===== src/rtl/seg_scan_driver.sv =====
// seg_scan_driver
//   Multiplexed 7-segment display scanner. It captures a BCD value, a sign
//   flag and a leading-zero-blanking flag into shadow registers on load. One
//   digit is selected at a time, for SCAN_DIV clocks each. A scan-round
//   counter provides the blink timing. All outputs are registered.
//
// Ports
//   clk       in   sole clock, rising edge
//   nreset    in   asynchronous active-low reset
//   load      in   one-cycle strobe that captures value/neg/blank_lz
//   value     in   NDIG BCD digits; digit 0 is in bits [3:0]
//   neg       in   show a minus sign
//   blank_lz  in   blank leading zeros
//   blink_en  in   blink the whole display (used live, not shadowed)
//   seg       out  segments gfedcba, active-low
//   an        out  digit enables, active-low, one-hot-zero
//   ovf       out  the minus sign has no free position
module seg_scan_driver #(
    parameter int NDIG     = 4,
    parameter int SCAN_DIV = 50000,
    parameter int BLINK_W  = 6
) (
    input  logic              clk,
    input  logic              nreset,
    input  logic              load,
    input  logic [4*NDIG-1:0] value,
    input  logic              neg,
    input  logic              blank_lz,
    input  logic              blink_en,
    output logic [6:0]        seg,
    output logic [NDIG-1:0]   an,
    output logic              ovf
);

    localparam int IDX_W = $clog2(NDIG);
    localparam int PRE_W = $clog2(SCAN_DIV);
    localparam logic [PRE_W-1:0] PRE_LAST  = PRE_W'(SCAN_DIV - 1);
    localparam logic [IDX_W-1:0] IDX_LAST  = IDX_W'(NDIG - 1);
    localparam logic [6:0]       SEG_BLANK = 7'b1111111;
    localparam logic [6:0]       SEG_MINUS = 7'b0111111;

    function automatic logic [6:0] bcd_to_seg(input logic [3:0] code);
        logic [6:0] s;
        case (code)
            4'd0:    s = 7'b1000000;
            4'd1:    s = 7'b1111001;
            4'd2:    s = 7'b0100100;
            4'd3:    s = 7'b0110000;
            4'd4:    s = 7'b0011001;
            4'd5:    s = 7'b0010010;
            4'd6:    s = 7'b0000010;
            4'd7:    s = 7'b1111000;
            4'd8:    s = 7'b0000000;
            4'd9:    s = 7'b0011000;
            default: s = SEG_BLANK;
        endcase
        return s;
    endfunction

    logic [PRE_W-1:0]   presc_q, presc_d;
    logic [IDX_W-1:0]   idx_q, idx_d;
    logic [BLINK_W-1:0] blink_q, blink_d;
    logic [4*NDIG-1:0]  val_q, val_d;
    logic               neg_q, neg_d;
    logic               blz_q, blz_d;
    logic [6:0]         seg_q, seg_d;
    logic [NDIG-1:0]    an_q, an_d;
    logic               ovf_q, ovf_d;

    logic               presc_tc;
    logic [IDX_W-1:0]   msd;
    logic [IDX_W:0]     msd_p1;
    logic [3:0]         cur_dig;

    // Scan timing and shadow capture
    always_comb begin
        presc_tc = (presc_q == PRE_LAST);
        presc_d  = presc_tc ? '0 : presc_q + PRE_W'(1);
        idx_d    = idx_q;
        blink_d  = blink_q;
        if (presc_tc) begin
            if (idx_q == IDX_LAST) begin
                idx_d   = '0;
                blink_d = blink_q + BLINK_W'(1);
            end else begin
                idx_d = idx_q + IDX_W'(1);
            end
        end
        val_d = load ? value    : val_q;
        neg_d = load ? neg      : neg_q;
        blz_d = load ? blank_lz : blz_q;
    end

    // Most significant nonzero digit and the digit under the current index.
    // Codes 10..15 count as nonzero, so they anchor the MSD while showing blank.
    always_comb begin
        msd     = '0;
        cur_dig = '0;
        for (int i = 0; i < NDIG; i++) begin
            if (val_q[4*i +: 4] != 4'd0) msd = IDX_W'(i);
            if (idx_q == IDX_W'(i))      cur_dig = val_q[4*i +: 4];
        end
        // One bit wider so MSD+1 cannot wrap when NDIG is a power of two
        msd_p1 = {1'b0, msd} + (IDX_W+1)'(1);
    end

    // Output decode (registered below)
    always_comb begin
        // The sign only fits when the top position is not a real digit,
        // which in both blanking modes means MSD is below NDIG-1.
        ovf_d = neg_q && (msd == IDX_LAST);
        an_d  = ~(NDIG'(1) << idx_q);
        seg_d = bcd_to_seg(cur_dig);
        if (blz_q && (idx_q > msd)) seg_d = SEG_BLANK;
        if (neg_q && !ovf_d) begin
            if (blz_q && ({1'b0, idx_q} == msd_p1)) seg_d = SEG_MINUS;
            if (!blz_q && (idx_q == IDX_LAST))      seg_d = SEG_MINUS;
        end
        if (blink_en && blink_q[BLINK_W-1]) seg_d = SEG_BLANK;
    end

    always_ff @(posedge clk or negedge nreset) begin
        if (!nreset) begin
            presc_q <= '0;
            idx_q   <= '0;
            blink_q <= '0;
            val_q   <= '0;
            neg_q   <= 1'b0;
            blz_q   <= 1'b1;
            seg_q   <= SEG_BLANK;
            an_q    <= '1;
            ovf_q   <= 1'b0;
        end else begin
            presc_q <= presc_d;
            idx_q   <= idx_d;
            blink_q <= blink_d;
            val_q   <= val_d;
            neg_q   <= neg_d;
            blz_q   <= blz_d;
            seg_q   <= seg_d;
            an_q    <= an_d;
            ovf_q   <= ovf_d;
        end
    end

    assign seg = seg_q;
    assign an  = an_q;
    assign ovf = ovf_q;

endmodule


===== config.mk =====
export PLATFORM = sky130hd
export DESIGN_NAME = seg_scan_driver
export DESIGN_NICKNAME = d
export VERILOG_FILES = /design/src/rtl/seg_scan_driver.sv
export SDC_FILE = /design/constraint.sdc
export NUM_CORES = 1
export LEC_CHECK = 0
export ABC_AREA = 1
export CAP_MARGIN = 20
export CORE_AREA = 2 2 78 80
export DETAILED_ROUTE_END_ITERATION = 7
export DIE_AREA = 0 0 80 82
export MAX_ROUTING_LAYER = met4
export PLACE_DENSITY = 0.72
export SLEW_MARGIN = 20
export SYNTH_ARGS = -nofsm -noshare
export SYNTH_HDL_FRONTEND = slang
export SYNTH_SLANG_ARGS = --single-unit

===== constraint.sdc =====
create_clock -name clk -period 2.4 [get_ports clk]
set_input_delay 0.6 -clock clk [delete_from_list [all_inputs] [get_ports clk]]
set_output_delay 0.6 -clock clk [all_outputs]
set_load 0.01 [all_outputs]

# Yosys cells after proc, flatten, opt, wreduce, memory -nomap -nowiden

Memories as Yosys holds them, arrays and structs flattened.
Index checks and enable logic that the tools add are counted.

$add $sub $neg: 4
Magnitude comparators: 1
Eq/ne operators: 6
Shifts and indexed selects: 1
Multiplexer cells: 14
Bitwise gates (word level): 1
Reductions and logical operators: 13

Operator list:

| operator                                             | count |
|---|---|
| two-way mux 7 bit                                    | 5 |
| adder 16 x 1 -> 16 bit (second input constant)       | 1 |
| equality test 16 bit (second input constant)         | 1 |
| two-way mux 16 bit                                   | 1 |
| two-way mux 4 bit                                    | 4 |
| nonzero test 4 bit                                   | 3 |
| adder 6 x 1 -> 6 bit (second input constant)         | 1 |
| equality test 2 bit (second input constant)          | 3 |
| logical AND 1 bit                                    | 6 |
| two-way mux 2 bit                                    | 3 |
| NOT 4 bit                                            | 1 |
| left shift 1 x 2 -> 4 bit (first input constant)     | 1 |
| adder 2 x 1 -> 3 bit (second input constant)         | 1 |
| equality test 2 x 3 -> 1 bit                         | 1 |
| adder 2 x 1 -> 2 bit (second input constant)         | 1 |
| equality test 2 x 1 -> 1 bit (second input constant) | 1 |
| greater-than comparator 2 bit                        | 1 |
| zero test 1 bit                                      | 2 |
| zero test 2 bit                                      | 1 |
| AND reduction 2 bit                                  | 1 |
| two-way mux 1 bit                                    | 1 |

Register bits after elaboration: 54
Memory bits (read-only): 112
Output and inout bits: 12
Word-level logic and storage cells: 50
Memories kept: 1

Memories:

| name            | depth | bits a word | read ports | clocked after memory_dff | write ports | line | RTL |
|---|---|---|---|---|---|---|---|
| (no name shown) | 16    | 7           | 1          | 0                        | 0           | 44   | `case (code)` |

# Logic depth before layout (Yosys ltp)

Gate-level depths: netlist of run 1.

Depth after elaboration: 11
Gate-level depth with buffers: 15

# Worst setup path after synthesis of run 1

OpenSTA, ideal clock, no wires.

Path kind: flip-flop to flip-flop
From: register idx_q[1]
To: register seg_q[6] (netlist: seg[6])
Data arrival time: 1.750 ns
Setup slack: 0.574 ns
Stages on the path, launching flop included: 16
Buffers on the path: 0
Clock period less this slack: 1.826 ns
Cell sequence: dfrtp_1 inv_1 ha_1 inv_2 nand2_1 nand3_1 nand2_1 o21ai_0 inv_1 ha_1 inv_1 nand3_1 nand3_1 nand3_1 nand2_1 nand2_1

Word-level cells in the longest chain between the ends: 11

RTL lines:

| element                         | line | RTL |
|---|---|---|
| start, declared                 | 61   | `logic [IDX_W-1:0] idx_q, idx_d;` |
| start signal, assigned          | 135  | `idx_q <= idx_d;` |
| zero test 2 bit                 | 101  | `if (idx_q == IDX_W'(i)) cur_dig = val_q[4*i +: 4];` |
| two-way mux 4 bit (4 in series) | 101  |  |
| memory (16 x 7 bit)             | n/a  |  |
| two-way mux 7 bit               | 114  | `if (blz_q && (idx_q > msd)) seg_d = SEG_BLANK;` |
| two-way mux 7 bit               | 116  | `if (blz_q && ({1'b0, idx_q} == msd_p1)) seg_d = SEG_MINUS;` |
| two-way mux 7 bit               | 117  | `if (!blz_q && (idx_q == IDX_LAST)) seg_d = SEG_MINUS;` |
| two-way mux 7 bit (*)           | 115  | `if (neg_q && !ovf_d) begin` |
| two-way mux 7 bit (*)           | 119  | `if (blink_en && blink_q[BLINK_W-1]) seg_d = SEG_BLANK;` |
| named net seg_d[6]              | 66   | `logic [6:0] seg_q, seg_d;` |
| end signal, assigned            | 140  | `seg_q <= seg_d;` |
| end, declared                   | 66   |  |

The timed path passes the listed nets; every way through them passes the cells marked *.
A chain may end at the register's enable or synchronous reset.

# Worst setup path after layout of run 1

Ends and elaborated chain as after synthesis.

==> results.yml, run 1 <==
outcome:
  status: "finished, final reports clean"
clock_network:
  clk_path_buf_depth: 2
  total_clock_sinks: 54
  clkLatencyLatePin_ps: 310
  clkSlewWorstSetupHoldPaths_ps: 90
  htree_levels: 2
  cts_root_buf: "clkbuf_8"
  cts.hold.buffers_added: 0
  cts_tree: "built"
  cts_inserted_buffers: 5
global_route:
  global_route_track_usage_on_met3_pct: 4.40
  grt_pass1_vias: 2060
  pin_count_of_the_biggest_net_entering_global_routing: 32
  grt_first_pass_wirelength_mm: 9.02
  gr-usage-met1_pct: 22.0
  grt_use_met2_pct: 29.8
  grt.total_usage_pct: 18.1
  overflow: 0
  top_usage_layer_grt: "met2"
  antenna_found_initial: 0
job:
  maxCapViolations: 0
timing:
  setup_slack_ps: 334
  final.period_utilization_pct: 86.1
  hold_viol: 0
  totalNegativeSetupSlack_ps: 0
  max_clock_freq_mhz: 484
  setup_violations: 0
  clock_skew_ps: 6.60
  maxSlewHeadroom_pct: 64.1
  setup_repair_after_global_routing_missed_its_margin: "no"
  finalCriticalPeriod_ps: 2070
  number_of_slew_limit_violations_in_the_final_report: 0
  worstMarginPinSlew_ps: 538
  worst_hold_slack_ps: 255
cells_and_area:
  final_net_count: 384
  final_common_cell: "nand2_1"
  layoutNonFillerInstCount: 425
  mostFrequentLayoutCells: "nand2_1 (69), dfrtp_1 (42), inv_1 (35), clkdlybuf4s50_1 (32)"
  multi_input_logic_area_sq_um: 1250
  seq_area_sq_um: 1370
  fill_cells: 520
  total_inserted_antenna_cells: 0
  final_layout_size_suffix_gt1_share_pct: 15.4
  areaGrowthSynthToFinish_pct: 18.4
die:
  fp.dieArea_sq_um: 6560
  fp.coreArea_sq_um: 5750
  chipWidth_um: 80
  floorplan.initialDensity_pct: 48.9
  boundaryPins: 34
  floorplan.die.height_um: 82
  std_cell_rows: 28
critical_path:
  critical-path-max-stage-delay_ps: 440
  setup.reg_to_reg.worst_slack_ps: 330
  critical_path_cell_by_cell: "inv_1 > ha_1 > inv_2 > nand2_1 > nand3_1 > nand2_1 > o21ai_1 > inv_1 > ha_1 > inv_1 > nand3_1 > nand3_1 > nand3_1 > nand2_1 > nand2_1"
  r2r_start: "idx_q[1]$_DFFE_PN0N_"
  critPathKind: "flop to flop"
  worst_path_arrival_time_ps: 2310
  worst_r2r_path_depth: 15
  slowest_stage: "dfrtp_1"
  worst_r2r_endpoint: "seg[6]$_DFF_PN1_"
  critical_path.endpoint_type: "flop"
  timing.critical_path.fanout_max: 5
  start_kind: "flop"
  cp_data_required_time_ps: 2650
placed_design:
  worst_slack_at_placement_ps: 290
  gp_routability_congestion: 0.873
  dp.cells: 417
  place_hpwl_mm: 3.91
  io_buffer_count: 33
power_and_ir_drop:
  power_leakage_uw: 0.00157
  power_density_over_the_cells_nw_per_um2: 544
  irDropWorstVdd_uv: 280
  total_power_consumption_uw: 1810
drt:
  postRouteWirelength_mm: 5.02
  firstDrtPassIters: 4
  remaining_drc_errors: 0
  route.vias.total: 2083
  ant_nets: 0
  route.detailed.vias_per_inst: 4.90
  number_of_drc_markers_in_iteration_0: 100
  wl_per_cell_um: 11.8
yosys:
  synth_area_per_inst_sq_um: 9.00
  yosys_register_bits: 54
  warnings_synthesis: 0
  mappedNetlistArea_sq_um: 2810
  post_synth_inst_count: 312
  synth_largest_area_cell: "dfrtp_1"
  syn-num-nets: 347
  synth_top_area_share_pct: 37.4
  ys_top_cells_by_area: "dfrtp_1 (37%), dfstp_2 (11%), nand2_1 (9.2%)"
  synth_seq_area_share_pct: 48.7
  post_synth_num_cell_types: 34
hold_path:
  hold_class: "input port to async pin"
## worst max path at each step
stage                               from          endpoint  slack (ps)  cells after the start
global placement    idx_q[1]$_DFFE_PN0N_  seg[6]$_DFF_PN1_         350                     11
detailed placement  idx_q[1]$_DFFE_PN0N_  seg[6]$_DFF_PN1_         290                     11
floorplan           idx_q[1]$_DFFE_PN0N_  seg[6]$_DFF_PN1_         570                     15
finish              idx_q[1]$_DFFE_PN0N_  seg[6]$_DFF_PN1_         330                     15
CTS                 idx_q[1]$_DFFE_PN0N_  seg[6]$_DFF_PN1_         260                     11
global route        idx_q[1]$_DFFE_PN0N_  seg[6]$_DFF_PN1_          90                     15
## state kept, by name (all words and copies together) (netlist names)
name / flops
presc_q: 16
val_q: 16
seg: 7
blink_q: 6
an: 4
idx_q: 2
blz_q: 1
neg_q: 1
ovf: 1
## cells in the mapped netlist, drive strengths merged
cell and n:
nand2 74, dfrtp 42, inv 40, nor2 28, nand3 24, o21ai 14, ha 13, dfstp 12
nand4 11, mux2 10, xor2 9, nor3 8, a21oi 7, xnor2 6, buf 4, nor4 4
nand3b 2, a21boi 1, clkbuf 1, clkinv 1, nor3b 1
## logic make-up after synthesis
group | share of synthesized area (%)
fa+ha+maj | 5.79
xor+xnor | 4.68
mux | 4.01
compound gates | 4.28
simple gates | 25.9
buf+inv | 6.68
flops | 48.7
## metal layers
metal / routed length [um] / share of wire (%) / vias to the layer above
li1: - / - / 1074
met1: 2380 / 47 / 977
met2: 2460 / 49 / 26
met3: 134 / 2.7 / 6
met4: 53 / 1.1 / 0
met5: 0 / 0 / -
## repair_timing
item                                    in CTS  in global routing
buffers inserted                             0                  0
hold endpoints to repair                     0                  0
endpoints found under the setup margin       0                  1
gates resized for setup                      0                  1
## power by group
| group | internal [uW] | switching (uW) |
|---|---|---|
| Sequential | 975 | 23.2 |
| Clock | 271 | 293 |
| Combinational | 125 | 122 |
## critical path, delay by kind of cell (launching register included)
family,cells,cell delay [ps]
simple gates,8,510
fa+ha+maj,2,450
buf+inv,4,400
compound gates,1,190
flops,1,440
## per-stage QoR
step	utilization [%]	instance area, sq um
2_1_floorplan	-	2810
3_3_place_gp	56.1	3220
3_5_place_dp	56.1	3220
4_1_cts	57.8	3320
5_1_grt	57.8	3320
6_report	57.8	3320
## cell type report
cell class	count	area share (%)
sequential	54	41.1
multi-input combinational	212	37.7
timing repair buffer	35	10.6
inverter	41	4.67
clock buffer	8	3.05
tap	75	2.82
Note: power is estimated with default switching activity, not from simulation.
==> run 2, diff against run 1 <==
--- a/config.mk
+++ b/config.mk
@@ -10,6 +10,7 @@
 export CORE_AREA = 2 2 78 80
 export DETAILED_ROUTE_END_ITERATION = 7
 export DIE_AREA = 0 0 80 82
+export GPL_TIMING_DRIVEN = 1
 export MAX_ROUTING_LAYER = met4
 export PLACE_DENSITY = 0.72
 export SLEW_MARGIN = 20
==> results of run 2 <==
The final DEF is identical to that of run 1; final timing and power are the same.
==> run 3, diff against run 2 <==
--- a/config.mk
+++ b/config.mk
@@ -7,12 +7,12 @@
 export LEC_CHECK = 0
 export ABC_AREA = 1
 export CAP_MARGIN = 20
-export CORE_AREA = 2 2 78 80
+export CORE_AREA = 2 2 75 77
 export DETAILED_ROUTE_END_ITERATION = 7
-export DIE_AREA = 0 0 80 82
+export DIE_AREA = 0 0 77 79
 export GPL_TIMING_DRIVEN = 1
 export MAX_ROUTING_LAYER = met4
-export PLACE_DENSITY = 0.72
+export PLACE_DENSITY = 0.77
 export SLEW_MARGIN = 20
 export SYNTH_ARGS = -nofsm -noshare
 export SYNTH_HDL_FRONTEND = slang
==> results.yml, run 3 (synthesized netlist as in run 1, its figures left out) <==
clock_network:
  total_clock_sinks: 54
  cts_root_buf: "clkbuf_8"
  cts_tree: "built"
  cts_inserted_buffers: 5
  clkLatencyLatePin_ps: 300
  cts.hold.buffers_added: 0
  clkSlewWorstSetupHoldPaths_ps: 90
  htree_levels: 2
  clk_path_buf_depth: 2
  post_cts_buffers: 0
power_and_ir_drop:
  total_power_consumption_uw: 1760
  irDropWorstVdd_uv: 382
  power_leakage_uw: 0.00158
  power_density_over_the_cells_nw_per_um2: 530
critical_path:
  slowest_stage: "dfrtp_1"
  critical-path-max-stage-delay_ps: 430
  timing.critical_path.fanout_max: 5
  critical_path.endpoint_type: "flop"
  r2r_start: "idx_q[1]$_DFFE_PN0N_"
  worst_r2r_endpoint: "seg[6]$_DFF_PN1_"
  critical_path_cell_by_cell: "inv_1 > ha_1 > inv_2 > nand2_1 > nand3_1 > nand2_1 > o21ai_1 > inv_1 > ha_1 > inv_1 > nand3_1 > nand3_1 > nand3_1 > nand2_1 > nand2_1"
  critical_path.n_buffers_inverters: 4
  setup.reg_to_reg.worst_slack_ps: 330
  worst_path_arrival_time_ps: 2310
  critPathKind: "flop to flop"
  start_kind: "flop"
  cp_data_required_time_ps: 2640
  top_family_by_delay_on_critical_path: "simple AND/OR/NAND/NOR gates"
  worst_r2r_path_depth: 15
timing:
  clock_skew_ps: 5.29
  setup_repair_after_global_routing_missed_its_margin: "no"
  totalNegativeSetupSlack_ps: 0
  maxSlewHeadroom_pct: 64.0
  finalCriticalPeriod_ps: 2070
  worstMarginPinSlew_ps: 540
  max_clock_freq_mhz: 483
  hold_viol: 0
  number_of_slew_limit_violations_in_the_final_report: 0
  final.period_utilization_pct: 86.2
  setup_violations: 0
global_route:
  grt_first_pass_wirelength_mm: 9.17
  antenna_found_initial: 0
  grt_pass1_vias: 2141
  grt.total_usage_pct: 19.1
  pin_count_of_the_biggest_net_entering_global_routing: 32
  overflow: 0
cells_and_area:
  total_inserted_antenna_cells: 0
  fin_util_pct: 62.1
  final_net_count: 385
  final_layout_size_suffix_gt1_share_pct: 16.0
  areaGrowthSynthToFinish_pct: 18.1
  mostFrequentLayoutCells: "nand2_1 (69), dfrtp_1 (42), inv_1 (35), clkdlybuf4s50_1 (32)"
  final_common_cell: "nand2_1"
drt:
  firstDrtPassIters: 4
  remaining_drc_errors: 0
  route.detailed.vias_per_inst: 4.96
  postRouteWirelength_mm: 5.10
  wl_per_cell_um: 12.0
  route.vias.total: 2096
  number_of_drc_markers_in_iteration_0: 113
  ant_nets: 0
die:
  fp.coreArea_sq_um: 5340
  boundaryPins: 34
  floorplan.initialDensity_pct: 52.6
  std_cell_rows: 27
  fp.dieArea_sq_um: 6080
  chipWidth_um: 77
  floorplan.die.height_um: 79
outcome:
  status: "finished, final reports clean"
hold_path:
  hold_class: "input port to async pin"
job:
  maxCapViolations: 0
placed_design:
  gp_routability_congestion: 0.936
  io_buffer_count: 33
  place_hpwl_mm: 4.00
-- run 3: cell types whose count changed in the layout (fill, tap and decap cells not counted), sizes merged --
cell    delta
buf        +1
clkinv     +1
clkbuf     -1
-- run 3: per-stage QoR --
step / setup WS (ps) / area (sq um) / hold slack, ps / std cells
after floorplan: 574 / 2810 / 304 / 312
after global placement: 418 / 3230 / 445 / 415
after detailed placement: 313 / 3230 / 465 / 415
after CTS: 265 / 3320 / 280 / 423
after global routing: 84.0 / 3320 / 294 / 423
final: 331 / 3320 / 273 / 423
-- run 3: how the worst max path moves through the flow --
stage	from	endpoint	cells after the start
floorplan	idx_q[1]$_DFFE_PN0N_	seg[6]$_DFF_PN1_	15
global placement	idx_q[0]$_DFFE_PN0N_	seg[6]$_DFF_PN1_	14
detailed placement	idx_q[1]$_DFFE_PN0N_	seg[6]$_DFF_PN1_	11
CTS	idx_q[1]$_DFFE_PN0N_	seg[6]$_DFF_PN1_	11
global route	idx_q[0]$_DFFE_PN0N_	seg[6]$_DFF_PN1_	14
finish	idx_q[1]$_DFFE_PN0N_	seg[6]$_DFF_PN1_	15
-- run 3: metal layers --
layer	wire length, um	part of all wire, %	GRT usage [%]	vias to the layer above
li1	-	-	-	1080
met1	2310	45	23.0	975
met2	2580	51	32.8	33
met3	141	2.8	3.64	8
met4	69	1.4	6.07	0
met5	0	0	-	-
-- run 3: timing repair --
action / CTS / global route
gates resized for setup: 0 / 1
setup endpoints to repair: 0 / 1
endpoints found under the hold margin: 0 / 0
-- run 3: final cells by class --
type | count | area, sq um
tap | 72 | 90.1
fill | 469 | 2020
timing repair buffer | 36 | 360
sequential | 54 | 1370
clock inverter | 1 | 5.00
clock buffer | 7 | 86.3
inverter | 41 | 155
multi-input combinational | 212 | 1250
-- run 3: power breakdown --
group	total, uW	switching (uW)	leakage (uW)	internal [uW]
Sequential	999	24.0	0.000661	975
Clock	511	277	0.0000482	233
Combinational	249	124	0.000867	125
Total	1760	425	0.00158	1330
